--- src/rtl/rc4_keystream_ctrl_if.sv ---
// Bus between the RC4 sequencer, its key register file, the S-box SRAM and the
// downstream XOR datapath.
interface rc4_keystream_ctrl_if #(
  parameter int KEY_IDX_BITS = 4
);
  logic                    start;
  logic [KEY_IDX_BITS-1:0] key_len_m1;
  logic [KEY_IDX_BITS-1:0] key_idx;
  logic [7:0]              key_byte;
  logic [7:0]              sbox_addr;
  logic [7:0]              sbox_wdata;
  logic                    sbox_we;
  logic [7:0]              sbox_rdata;
  // Keystream handshake: ks_req is taken only while ready is high (or while it
  // is still held high as a chained request at the end of a byte); each taken
  // request yields exactly one single-cycle ks_valid pulse, and ks_byte holds
  // its value until the next pulse. There is no backpressure on ks_valid.
  logic                    ks_req;
  logic                    ks_valid;
  logic [7:0]              ks_byte;
  logic                    ready;
  logic                    busy;
  logic [3:0]              state_dbg;

  modport master (
    input  start, key_len_m1, key_byte, sbox_rdata, ks_req,
    output key_idx, sbox_addr, sbox_wdata, sbox_we,
    output ks_valid, ks_byte, ready, busy, state_dbg
  );

  modport slave (
    output start, key_len_m1, key_byte, sbox_rdata, ks_req,
    input  key_idx, sbox_addr, sbox_wdata, sbox_we,
    input  ks_valid, ks_byte, ready, busy, state_dbg
  );
endinterface

--- src/rtl/rc4_keystream_ctrl.sv ---
// RC4 sequencer: S-box init, key scheduling and on-demand keystream over a
// single-port 256x8 SRAM. Optional keystream discard after KSA: RC4_DROP_EN.
module rc4_keystream_ctrl #(
  parameter int KEY_IDX_BITS = 4,
  parameter int DROP_N       = 256
) (
  input  logic                 clk,
  input  logic                 n_rst,
  rc4_keystream_ctrl_if.master bus
);

`ifdef RC4_DROP_EN
  localparam bit DROP_EN = 1'b1;
`else
  localparam bit DROP_EN = 1'b0;
`endif

  localparam logic [9:0] DROP_LOAD = 10'(DROP_N);

  typedef enum logic [3:0] {
    IDLE     = 4'd0,
    INIT     = 4'd1,
    KSA_RDI  = 4'd2,
    KSA_RDJ  = 4'd3,
    KSA_WRI  = 4'd4,
    KSA_WRJ  = 4'd5,
    READY    = 4'd6,
    PRGA_RDI = 4'd7,
    PRGA_RDJ = 4'd8,
    PRGA_WRI = 4'd9,
    PRGA_WRJ = 4'd10,
    PRGA_RDK = 4'd11,
    PRGA_OUT = 4'd12
  } state_t;

  state_t                  state;
  state_t                  state_nxt;
  logic [7:0]              i_q;
  logic [7:0]              j_q;
  logic [7:0]              si_q;
  logic [7:0]              sj_q;
  logic [KEY_IDX_BITS-1:0] kidx_q;
  logic                    drop_q;
  logic [9:0]              drop_cnt_q;
  logic                    ks_valid_q;
  logic [7:0]              ks_byte_q;

  logic [7:0]              j_ksa;
  logic [7:0]              j_prga;
  logic [7:0]              addr_c;
  logic [7:0]              wdata_c;
  logic                    we_c;
  logic                    last_i;
  logic                    last_drop;

  // New j is formed from the read data arriving this cycle, so the address of
  // S[j] can be presented without an extra cycle.
  assign j_ksa     = j_q + bus.sbox_rdata + bus.key_byte;
  assign j_prga    = j_q + bus.sbox_rdata;
  assign last_i    = (i_q == 8'hFF);
  assign last_drop = (drop_cnt_q == 10'd1);

  always_ff @(posedge clk or negedge n_rst) begin
    if (!n_rst) begin
      state <= IDLE;
    end else begin
      state <= state_nxt;
    end
  end

  always_comb begin
    state_nxt = state;
    case (state)
      IDLE:     if (bus.start) state_nxt = INIT;
      INIT:     if (last_i) state_nxt = KSA_RDI;
      KSA_RDI:  state_nxt = KSA_RDJ;
      KSA_RDJ:  state_nxt = KSA_WRI;
      KSA_WRI:  state_nxt = KSA_WRJ;
      KSA_WRJ: begin
        if (!last_i)      state_nxt = KSA_RDI;
        else if (DROP_EN) state_nxt = PRGA_RDI;
        else              state_nxt = READY;
      end
      READY: begin
        if (bus.start)       state_nxt = INIT;
        else if (bus.ks_req) state_nxt = PRGA_RDI;
      end
      PRGA_RDI: state_nxt = PRGA_RDJ;
      PRGA_RDJ: state_nxt = PRGA_WRI;
      PRGA_WRI: state_nxt = PRGA_WRJ;
      PRGA_WRJ: state_nxt = PRGA_RDK;
      PRGA_RDK: state_nxt = PRGA_OUT;
      // A request still held at the end of a byte chains straight into the next
      // one, giving one byte every six cycles.
      PRGA_OUT: begin
        if (drop_q)          state_nxt = last_drop ? READY : PRGA_RDI;
        else if (bus.ks_req) state_nxt = PRGA_RDI;
        else                 state_nxt = READY;
      end
      default:  state_nxt = IDLE;
    endcase
  end

  always_comb begin
    addr_c  = 8'h00;
    wdata_c = 8'h00;
    we_c    = 1'b0;
    case (state)
      INIT: begin
        we_c    = 1'b1;
        addr_c  = i_q;
        wdata_c = i_q;
      end
      KSA_RDI, PRGA_RDI: addr_c = i_q;
      KSA_RDJ:           addr_c = j_ksa;
      PRGA_RDJ:          addr_c = j_prga;
      KSA_WRI, PRGA_WRI: begin
        we_c    = 1'b1;
        addr_c  = i_q;
        wdata_c = bus.sbox_rdata;
      end
      // The swap writes back the captured S[i], so i == j needs no special case.
      KSA_WRJ, PRGA_WRJ: begin
        we_c    = 1'b1;
        addr_c  = j_q;
        wdata_c = si_q;
      end
      PRGA_RDK:          addr_c = si_q + sj_q;
      default: begin
        addr_c  = 8'h00;
        wdata_c = 8'h00;
        we_c    = 1'b0;
      end
    endcase
  end

  always_ff @(posedge clk or negedge n_rst) begin
    if (!n_rst) begin
      i_q        <= 8'h00;
      j_q        <= 8'h00;
      si_q       <= 8'h00;
      sj_q       <= 8'h00;
      kidx_q     <= '0;
      drop_q     <= 1'b0;
      drop_cnt_q <= 10'd0;
    end else begin
      case (state)
        IDLE: if (bus.start) i_q <= 8'h00;
        INIT: begin
          i_q <= i_q + 8'd1;
          if (last_i) begin
            j_q    <= 8'h00;
            kidx_q <= '0;
          end
        end
        KSA_RDJ: begin
          si_q <= bus.sbox_rdata;
          j_q  <= j_ksa;
        end
        KSA_WRI: sj_q <= bus.sbox_rdata;
        KSA_WRJ: begin
          kidx_q <= (kidx_q == bus.key_len_m1) ? '0 : kidx_q + 1'b1;
          if (last_i) begin
            j_q <= 8'h00;
            // Entering the discard run behaves like a request taken in READY.
            i_q <= DROP_EN ? 8'h01 : 8'h00;
            if (DROP_EN) begin
              drop_q     <= 1'b1;
              drop_cnt_q <= DROP_LOAD;
            end
          end else begin
            i_q <= i_q + 8'd1;
          end
        end
        READY: begin
          if (bus.start)       i_q <= 8'h00;
          else if (bus.ks_req) i_q <= i_q + 8'd1;
        end
        PRGA_RDJ: begin
          si_q <= bus.sbox_rdata;
          j_q  <= j_prga;
        end
        PRGA_WRI: sj_q <= bus.sbox_rdata;
        PRGA_OUT: begin
          if (drop_q) begin
            if (last_drop) begin
              drop_q <= 1'b0;
            end else begin
              drop_cnt_q <= drop_cnt_q - 10'd1;
              i_q        <= i_q + 8'd1;
            end
          end else if (bus.ks_req) begin
            i_q <= i_q + 8'd1;
          end
        end
        default: ;
      endcase
    end
  end

  always_ff @(posedge clk or negedge n_rst) begin
    if (!n_rst) begin
      ks_valid_q <= 1'b0;
      ks_byte_q  <= 8'h00;
    end else begin
      ks_valid_q <= (state == PRGA_OUT) && !drop_q;
      if ((state == PRGA_OUT) && !drop_q) begin
        ks_byte_q <= bus.sbox_rdata;
      end
    end
  end

  assign bus.sbox_addr  = addr_c;
  assign bus.sbox_wdata = wdata_c;
  assign bus.sbox_we    = we_c;
  assign bus.key_idx    = kidx_q;
  assign bus.ks_valid   = ks_valid_q;
  assign bus.ks_byte    = ks_byte_q;
  assign bus.ready      = (state == READY);
  assign bus.busy       = (state != IDLE) && (state != READY);
  assign bus.state_dbg  = state;

endmodule
--- src/flat_wrapper.sv ---
// flat-port wrapper written by rule: the top's interface ports become plain ports
module rc4_keystream_ctrl_flat 
#(
  parameter int KEY_IDX_BITS = 4,
  parameter int DROP_N       = 256
)
  (clk, n_rst, bus_start, bus_key_len_m1, bus_key_byte, bus_sbox_rdata, bus_ks_req, bus_key_idx, bus_sbox_addr, bus_sbox_wdata, bus_sbox_we, bus_ks_valid, bus_ks_byte, bus_ready, bus_busy, bus_state_dbg);
  rc4_keystream_ctrl_if #(.KEY_IDX_BITS(KEY_IDX_BITS)) bus_i ();
  input  logic clk;
  input  logic n_rst;
  input wire logic [$bits(bus_i.start)-1:0] bus_start;
  input wire logic [$bits(bus_i.key_len_m1)-1:0] bus_key_len_m1;
  input wire logic [$bits(bus_i.key_byte)-1:0] bus_key_byte;
  input wire logic [$bits(bus_i.sbox_rdata)-1:0] bus_sbox_rdata;
  input wire logic [$bits(bus_i.ks_req)-1:0] bus_ks_req;
  output wire logic [$bits(bus_i.key_idx)-1:0] bus_key_idx;
  output wire logic [$bits(bus_i.sbox_addr)-1:0] bus_sbox_addr;
  output wire logic [$bits(bus_i.sbox_wdata)-1:0] bus_sbox_wdata;
  output wire logic [$bits(bus_i.sbox_we)-1:0] bus_sbox_we;
  output wire logic [$bits(bus_i.ks_valid)-1:0] bus_ks_valid;
  output wire logic [$bits(bus_i.ks_byte)-1:0] bus_ks_byte;
  output wire logic [$bits(bus_i.ready)-1:0] bus_ready;
  output wire logic [$bits(bus_i.busy)-1:0] bus_busy;
  output wire logic [$bits(bus_i.state_dbg)-1:0] bus_state_dbg;
  assign bus_i.start = bus_start;
  assign bus_i.key_len_m1 = bus_key_len_m1;
  assign bus_i.key_byte = bus_key_byte;
  assign bus_i.sbox_rdata = bus_sbox_rdata;
  assign bus_i.ks_req = bus_ks_req;
  assign bus_key_idx = bus_i.key_idx;
  assign bus_sbox_addr = bus_i.sbox_addr;
  assign bus_sbox_wdata = bus_i.sbox_wdata;
  assign bus_sbox_we = bus_i.sbox_we;
  assign bus_ks_valid = bus_i.ks_valid;
  assign bus_ks_byte = bus_i.ks_byte;
  assign bus_ready = bus_i.ready;
  assign bus_busy = bus_i.busy;
  assign bus_state_dbg = bus_i.state_dbg;
  rc4_keystream_ctrl #(.KEY_IDX_BITS(KEY_IDX_BITS), .DROP_N(DROP_N)) u_core (.clk(clk), .n_rst(n_rst), .bus(bus_i));
endmodule
--- config.mk ---
export PLATFORM = sky130hd
export DESIGN_NAME = rc4_keystream_ctrl_flat
export DESIGN_NICKNAME = d
export VERILOG_FILES = /design/src/rtl/rc4_keystream_ctrl_if.sv /design/src/rtl/rc4_keystream_ctrl.sv /design/src/flat_wrapper.sv
export SDC_FILE = /design/constraint.sdc
export NUM_CORES = 1
export LEC_CHECK = 0
export BUFFER_PORTS_ARGS = -buffer_cell sky130_fd_sc_hd__buf_2
export CAP_MARGIN = 40
export CORE_ASPECT_RATIO = 0.5
export CORE_MARGIN = 4
export CORE_UTILIZATION = 50
export DETAILED_ROUTE_END_ITERATION = 12
export PLACE_DENSITY = 0.71
export SLEW_MARGIN = 30
export SYNTH_ARGS = -nofsm -noshare
export SYNTH_HDL_FRONTEND = slang
export SYNTH_SLANG_ARGS = --single-unit
export TNS_END_PERCENT = 10
--- constraint.sdc ---
create_clock -name clk -period 5.1 [get_ports clk]
set_clock_uncertainty 0.05 [all_clocks]
set_input_delay 1.02 -clock clk [delete_from_list [all_inputs] [get_ports clk]]
set_output_delay 1.02 -clock clk [all_outputs]
set_load 0.005 [all_outputs]
==> After elaboration in Yosys (flattened, before gate mapping) <==
Cells that the tools add are included.
{ "word_totals": {"regBits": 60, "in_bits": 24, "output_inout_bits": 36, "wordCells": 83} }
{ "op_classes": {"n_addsub": 6, "eq_ne": 21, "muxes": 26, "bitwise": 1, "n_reduce_logical": 19} }
{ "ops": {"columns": ["op", "n"], "rows": [
  ["8-bit case mux with 5 select lines", 2],
  ["8-bit two-way mux", 7],
  ["4-bit case mux with 13 select lines", 1],
  ["8-bit case mux with 3 select lines", 2],
  ["4-bit two-way mux", 7],
  ["8-bit adder", 3],
  ["4-bit equality test, second input constant", 5],
  ["4-bit by 3-bit equality test with 1-bit output, second input constant", 4],
  ["10-bit by 1-bit equality test with 1-bit output, second input constant", 1],
  ["5-bit OR reduction", 2],
  ["10-bit by 1-bit subtractor with 10-bit output, second input constant", 1],
  ["3-bit AND reduction", 3],
  ["8-bit by 1-bit adder with 8-bit output, second input constant", 1],
  ["4-bit by 2-bit equality test with 1-bit output, second input constant", 2],
  ["8-bit equality test, second input constant", 1],
  ["4-bit case mux with 2 select lines", 1],
  ["2-bit OR reduction", 4],
  ["3-bit != test, second input constant", 2],
  ["1-bit two-way mux", 5],
  ["5-bit nonzero test", 1],
  ["4-bit by 1-bit adder with 4-bit output, second input constant", 1],
  ["4-bit by 1-bit equality test with 1-bit output, second input constant", 1],
  ["4-bit equality test", 1],
  ["4-bit zero test", 1],
  ["other kinds (11)", 14]
]} }

==> Logic depth before layout (Yosys ltp) <==
Gate-level depths: netlist of run 1.
{ "logic_depth": {"word_depth": 4, "mapped_depth": 13, "ltp_nobuf": 13} }

==> Worst setup path before layout of run 1 <==
Ideal clock, no wire load.
{ "synth_timing": {"path_type": "input -> output", "start": "input port bus_sbox_rdata[0]", "end": "output port bus_sbox_addr[7]", "arrival_time_ns": 3.470, "required_time_ns": 4.030, "setup_slack_ns": 0.560, "stages": 13, "n_path_buf": 0, "path_cell_list": "ha_1 -> fa_1 -> a21o_1 -> a21oi_1 -> xnor2_1 -> ha_1 -> nand3_1 -> o211ai_1 -> nor4_1 -> nor3_1 -> xor2_1 -> xnor2_1 -> o211ai_1"} }
{ "synth_via": {"elab_chain_len": 3} }
{ "synth_lines": {"columns": ["element", "line_no", "rtl"], "rows": [
  ["start, declared", "flat_wrapper.sv:14", "input wire logic [$bits(bus_i.sbox_rdata)-1:0] bus_sbox_rdata;"],
  ["8-bit adder (*)", "rc4_keystream_ctrl.sv:58, rc4_keystream_ctrl.sv:59", null],
  ["8-bit adder", "rc4_keystream_ctrl.sv:58", "assign j_ksa = j_q + bus.sbox_rdata + bus.key_byte;"],
  ["8-bit case mux with 5 select lines (*)", "rc4_keystream_ctrl.sv:108", "case (state)"],
  ["end, declared", "flat_wrapper.sv:17", "output wire logic [$bits(bus_i.sbox_addr)-1:0] bus_sbox_addr;"]
]} }
Mark *: on every way between the ends. The rest lies on a longest branch, timed or not.

==> Final worst setup path of run 1 <==
Same ends and word-level chain as after synthesis.

==> flow_metrics.tcl, run 1 <==
set metrics [dict create \
    fin_area_um2 4880 \
    grt_usage_pct 21.5 \
    fin_hold_ws_ns 0.421 \
    core_um2 8030 \
    ys_seq_area_share_pct 36.3 \
    synth_top_area_share_pct 36.3 \
    cp_slowest_cell "fa_2" \
    clk_pin_slew_ns 0.05 \
    synth.area.top_cells "dfrtp_1 36%, ha_1 7.6%, mux2_2 6.3%" \
    syn_inst 451 \
    p_leak_nw 2.36 \
    htreeDepth 3 \
    grt_overflow 0 \
    slowest_delay_ns 0.35 \
    numPortBuffers 59 \
    synth_most_common_cell "dfrtp_1" \
    path_class "primary input to primary output" \
    drcViolationCount 0 \
    crit_arrival_ns 3.80 \
    start_util_pct 51.5 \
    worst_pin_slew_ns 0.794 \
    clock_path_buffers 2 \
    finalCritPeriodShare_pct 95.4 \
    post_dp_cell_area_um2 4530 \
    rsz0062_at_grt "yes" \
    crit_chain "buf_2, ha_1, fa_2, a21o_1, a21oi_2, xnor2_1, ha_1, nand3_1, o211ai_1, nor4_1, nor3_1, xor2_1, xnor2_1, o211ai_1, buf_2" \
    synth_edf_count 0 \
    hp-start "u_core.drop_cnt_q[9]" \
    clockRootBuffer "clkbuf_16" \
    die_h_um 72.3 \
    vias 3494 \
    fin_crit_ns 4.87 \
    async_flop_share_pct 100 \
    drtPass1Iterations 7 \
    synth_cell_type_count 57 \
    netlist_area_um2 4130 \
    cp-end-kind "primary output" \
    power_mw 3.25 \
    die_x_um 137 \
    via_per_inst 5.55 \
    max-vdd-ir-drop_mv 0.375 \
    slew_headroom_pct 47.1 \
    setup_viol 0 \
    diodes 0 \
    regToRegSetupSlack_ns 1.96 \
    first_global_vias 3327 \
    fillers 713 \
    rows 23 \
    antenna_found_initial 0 \
    r2r-end "u_core.j_q[7]" \
    maxCapViolCount 0 \
    hold_depth 1 \
    final_util_pct 60.7 \
    clock_latency_ns 0.33 \
    p_per_area_nw_per_um2 666 \
    finalWirelength_um 9970 \
    ant_nets 0 \
    multiInputGateArea_um2 2470 \
    synthTopCellsByCount "60 x dfrtp_1, 51 x nand2_1, 35 x o21ai_0" \
    final_nets 566 \
    cts.sinks 60 \
    cts_tree "built" \
    path_buf_inv 2 \
    hold_end "u_core.drop_cnt_q[9]" \
    finalWeightedCongestion 0.840 \
    synth_top_area_cell "dfrtp_1" \
    drv_slew 0 \
    hold_viol 0 \
    critPathLaunchType "primary input" \
    status "finished, final reports clean" \
    dpl.hpwl_um 7170 \
    worstReg2RegStart "u_core.j_q[0]" \
    numCtsBuffers 9 \
    cpLargestDelayFamily "adder cells" \
    regArea_um2 1500 \
    syn_nets 503 \
    drtIter0Drc 328 \
    yosysWarnings 0 \
    timing.setup.tns_ns 0 \
    synth_area_per_cell_um2 9.17 \
    ys_ff_latch 60 \
    area_growth_syn_to_layout_pct 17.9 \
    ys.flop_type "dfrtp_1" \
    die_area_um2 9870 \
    hold_path.class "flop to flop" \
    ios 60 \
    avgRoutedWirePerCell_um 15.8 \
    reg2reg_depth 14 \
    required_ns 4.03 \
    layout-drive-gt1-share_pct 23.0 \
    grt_max_degree 61 \
    crit_path_max_fanout 5 \
    hold_buffers 0 \
    grt_first_pass_wirelength_um 16400 \
    max_freq_ghz 0.206 \
]
-- kinds of logic (layout without fill, tap and decap cells) --
group	count (synthesis)	in the layout	synth area share (%)
simple gates	157	157	19.2
buf+inv	40	107	4.09
mux	25	25	6.75
compound gates	110	110	18.1
flops	60	60	36.3
xor+xnor	31	31	6.57
fa+ha+maj	28	28	9.02
-- per-layer routing --
metal / wire length (um) / global-route usage (%) / vias to the layer above
li1: - / - / 1755
met1: 4700 / 29.7 / 1654
met2: 4580 / 32.9 / 76
met3: 574 / 5.96 / 9
met4: 112 / 7.49 / 0
met5: 0 / 0 / -
-- state kept, by name, indices dropped and copies added (netlist names) --
name and flops:
u_core.bus.key_idx 4, u_core.bus.ks_byte 8, u_core.bus.ks_valid 1, u_core.bus.state_dbg 4
u_core.drop_cnt_q 10, u_core.drop_q 1, u_core.i_q 8, u_core.j_q 8
u_core.si_q 8, u_core.sj_q 8
-- report_power, final --
part | switching, mW | internal [mW] | leakage [nW] | total, mW
registers | 0.196 | 0.638 | 0.777 | 0.834
logic | 0.947 | 0.841 | 1.43 | 1.79
clock network | 0.210 | 0.415 | 0.149 | 0.626
-- stage by stage --
step	cells	setup WS, ns
3_5_place_dp	612	0.0723
4_1_cts	627	0.0523
5_1_grt	630	-0.0307
3_3_place_gp	612	0.112
6_report	630	0.234
2_1_floorplan	451	0.560
-- worst reg2reg max path: cells and delay by family, from the launching register on --
kind | cells | cell delay, ns
AOI/OAI and AO/OA | 3 | 0.60
xor gates and xnor gates | 2 | 0.34
adders and majority gates | 3 | 0.92
buffers and inverters | 1 | 0.15
DFF | 1 | 0.40
and+or+nand+nor | 5 | 0.56
-- repair_timing --
action	4_1_cts	5_1_grt
gates resized for setup	0	3
buffers inserted	0	2
setup endpoints to repair	0	2
-- placed cells by master (no fill, tap or decap), types with 4 or more instances in the layout --
cell type | synthesis | layout
a21o_1 | 4 | 4
a21oi_1 | 21 | 20
a222oi_1 | 13 | 13
a22oi_1 | 6 | 6
buf_2 | 9 | 59
buf_4 | 2 | 6
clkbuf_16 | 0 | 9
dfrtp_1 | 60 | 60
ha_1 | 25 | 25
inv_1 | 26 | 26
mux2_2 | 23 | 23
nand2_1 | 51 | 51
nand2b_1 | 7 | 7
nand3_1 | 14 | 14
nor2_1 | 32 | 32
nor2b_1 | 13 | 12
nor3_1 | 12 | 12
o211ai_1 | 4 | 4
o21ai_0 | 35 | 35
or3_1 | 4 | 4
xnor2_1 | 19 | 19
xor2_1 | 12 | 12
-- cell type report --
type                       count  area share [%]
clock inverter                 1           0.616
timing repair buffer          66            7.39
multi-input combinational    351            50.7
clock buffer                  14            5.62
tap                          112            2.87
inverter                      26            2.00
sequential                    60            30.8
-- worst max path at each step --
stage	cells past startpoint	slack (ns)	start	to
finish	15	0.23	bus_sbox_rdata[0]	bus_sbox_addr[7]
detailed placement	15	0.07	bus_sbox_rdata[0]	bus_sbox_addr[7]
CTS	15	0.05	bus_sbox_rdata[0]	bus_sbox_addr[7]
floorplan	13	0.56	bus_sbox_rdata[0]	bus_sbox_addr[7]
global placement	15	0.11	bus_sbox_rdata[0]	bus_sbox_addr[7]
global route	15	-0.03	bus_sbox_rdata[0]	bus_sbox_addr[7]
Power figures use the tool's default switching activity.
==> inputs of run 2 (changes only) <==
--- a/config.mk
+++ b/config.mk
@@ -5,6 +5,7 @@
 export SDC_FILE = /design/constraint.sdc
 export NUM_CORES = 1
 export LEC_CHECK = 0
+export ABC_AREA = 1
 export BUFFER_PORTS_ARGS = -buffer_cell sky130_fd_sc_hd__buf_2
 export CAP_MARGIN = 40
 export CORE_ASPECT_RATIO = 0.5
==> constraint.sdc (replaced) <==
create_clock -name clk -period 5.1 [get_ports clk]
set_clock_uncertainty 0.05 [all_clocks]
set_input_delay 1.02 -clock clk [delete_from_list [all_inputs] [get_ports clk]]
set_output_delay 1.02 -clock clk [all_outputs]
set_load 0.01 [all_outputs]
==> run 2 against run 1 <==
Effect of this change: final cell count rose by 20%; sequential power is 29% lower; non-clock buffer count down 5; highest routed layer unchanged; combinational power down 54%; critical path depth up 3.
==> flow_metrics.tcl, run 2 <==
set metrics [dict create \
    status "finished, final reports clean" \
    numCtsBuffers 9 \
    regArea_um2 1500 \
    grt_usage_pct 23.7 \
    die_x_um 139 \
    syn_inst 573 \
    timing.setup.tns_ns 0 \
    synthTopCellsByCount "141 x nand2_1, 88 x inv_1, 60 x dfrtp_1" \
    crit_arrival_ns 3.48 \
    setup_viol 0 \
    maxCapViolCount 0 \
    post_cts_buffers 0 \
    synth_area_per_cell_um2 7.45 \
    numPortBuffers 59 \
    multiInputGateArea_um2 2390 \
    hold_viol 0 \
    final_cell_mix "141 x nand2_1, 88 x inv_1, 60 x dfrtp_1" \
    synth_top_area_share_pct 35.2 \
    ios 60 \
    synth.area.top_cells "dfrtp_1 35%, nand2_1 12%, inv_1 7.7%" \
    clk_pin_slew_ns 0.05 \
    clock_latency_ns 0.33 \
    hold_path.class "flop to flop" \
    synth_cell_type_count 44 \
    htreeDepth 3 \
    fin_crit_ns 4.55 \
    layout_commonest_cell "nand2_1" \
    max-vdd-ir-drop_mv 0.257 \
    hp-start "u_core.bus.ks_byte[1]" \
    p_leak_nw 2.60 \
    cts.sinks 60 \
    required_ns 4.03 \
    syn_nets 625 \
    synth_top_area_cell "dfrtp_1" \
    async_flop_share_pct 100 \
    grt_max_degree 49 \
    layout-drive-gt1-share_pct 14.9 \
    dp_cells 741 \
    fillers 766 \
    worstReg2RegStart "u_core.j_q[3]" \
    avgRoutedWirePerCell_um 15.5 \
    cp-end-kind "primary output" \
    drcViolationCount 0 \
    grt_first_pass_wirelength_um 18800 \
    finalWirelength_um 11700 \
    fin_hold_ws_ns 0.428 \
    worst_pin_slew_ns 0.631 \
    final_nets 692 \
    clock_path_buffers 2 \
    cts_tree "built" \
    critPathLaunchType "primary input" \
    synth_edf_count 0 \
    slew_headroom_pct 57.9 \
    finalWeightedCongestion 0.906 \
    grt_overflow 0 \
    cp-startpoint "bus_sbox_rdata[3]" \
    largest_reg_flops 10 \
    top_register "u_core.drop_cnt_q" \
    hold_buffers 0 \
    die_h_um 73.3 \
    start_util_pct 52.4 \
    finalCritPeriodShare_pct 89.3 \
    stdcell_count 756 \
    diodes 0 \
    antenna_found_initial 0 \
    p_per_area_nw_per_um2 405 \
    vias 4145 \
    rows 23 \
    drv_slew 0 \
    synth_most_common_cell "nand2_1" \
    max_freq_ghz 0.220 \
    die_area_um2 10200 \
    clockRootBuffer "clkbuf_16" \
    via_per_inst 5.48 \
    drtPass1Iterations 6 \
    ant_nets 0 \
    rsz0062_at_grt "no" \
    drtIter0Drc 386 \
    path_class "primary input to primary output" \
    first_global_vias 3761 \
    area_growth_syn_to_layout_pct 16.5 \
    core_um2 8140 \
    ys.flop_type "dfrtp_1" \
    ys_seq_area_share_pct 35.2 \
    cts_resized 0 \
    crit_path_max_fanout 5 \
    ys_ff_latch 60 \
    yosysWarnings 0 \
    netlist_area_um2 4270 \
    dpl.hpwl_um 8830 \
]
[run 2: cell types whose count changed after synthesis, moves of 5 or more]
cell / before / now
mux2_2: 23 / 0
o221ai_1: 0 / 8
nand3_1: 14 / 51
nor2b_1: 13 / 0
xor2_1: 12 / 20
a222oi_1: 13 / 0
xnor2_1: 19 / 8
nand2b_1: 7 / 0
nand2_1: 51 / 141
inv_1: 26 / 88
nand4_1: 1 / 9
buf_2: 9 / 2
a31oi_1: 1 / 6
nand2_2: 0 / 5
[run 2: layout make-up]
class	instances	share of cell area [%]
multi-input cells	415	48.0
flip-flops and latches	60	30.2
inverters	93	7.04
repair buffers	61	6.24
clock buffers	11	4.68
well taps	112	2.82
clock inverters	4	1.03
[run 2: metrics by stage]
| stage | area (um^2) | util [%] | power [mW] | setup slack (ns) |
|---|---|---|---|---|
| 2_1_floorplan | 4270 | - | 1.21 | 1.08 |
| 3_3_place_gp | 4690 | 57.6 | 1.39 | 0.648 |
| 3_5_place_dp | 4690 | 57.6 | 1.40 | 0.577 |
| 4_1_cts | 4970 | 61.1 | 2.01 | 0.559 |
| 5_1_grt | 4970 | 61.1 | 2.18 | 0.298 |
| 6_report | 4970 | 61.1 | 2.01 | 0.547 |
[run 2: routing by layer]
metal | vias up | routed length [um] | share of wire, % | global-route usage, %
li1 | 2032 | - | - | -
met1 | 1936 | 5450 | 47 | 32.9
met2 | 153 | 5190 | 44 | 37.5
met3 | 24 | 852 | 7.3 | 5.27
met4 | 0 | 200 | 1.7 | 7.59
met5 | - | 0 | 0 | 0
[run 2: path summary, 6_finish.rpt]
path                            slack (ns)               endpoint  cells past startpoint
worst min register to register        0.43  u_core.bus.ks_byte[1]                      2
min in group asynchronous             0.51   u_core.drop_cnt_q[1]                      1
max in group asynchronous             3.58          u_core.j_q[6]                      2
worst max-delay path                  0.55       bus_sbox_addr[7]                     18
worst min-delay path                  0.43  u_core.bus.ks_byte[1]                      2
worst max register to register        2.34          u_core.j_q[7]                     16
[run 2: where the power goes]
group	internal, mW	total [mW]	switching, mW
registers	0.531	0.593	0.0617
logic	0.319	0.821	0.502
clock network	0.376	0.601	0.225
total	1.23	2.01	0.789
[run 2: kinds of logic (layout without fill, tap and decap cells)]
family / after synthesis / in the layout / share of synthesized area (%)
compound gates: 96 / 96 / 13.7
simple gates: 263 / 263 / 27.7
xor+xnor: 28 / 28 / 5.74
buf+inv: 98 / 169 / 8.91
flops: 60 / 60 / 35.2
fa+ha+maj: 28 / 28 / 8.73
[run 2: critical path: stages]
cell      delay, ns
buf_2          0.15
ha_1           0.39
inv_1          0.08
o21bai_1       0.17
a31oi_1        0.08
or2_2          0.29
nand2_1        0.06
inv_1          0.04
ha_1           0.30
inv_1          0.07
o21bai_1       0.17
nand3_1        0.09
nand3_1        0.13
inv_1          0.05
nand3_1        0.10
nand3_1        0.09
nand3_1        0.08
buf_2          0.13
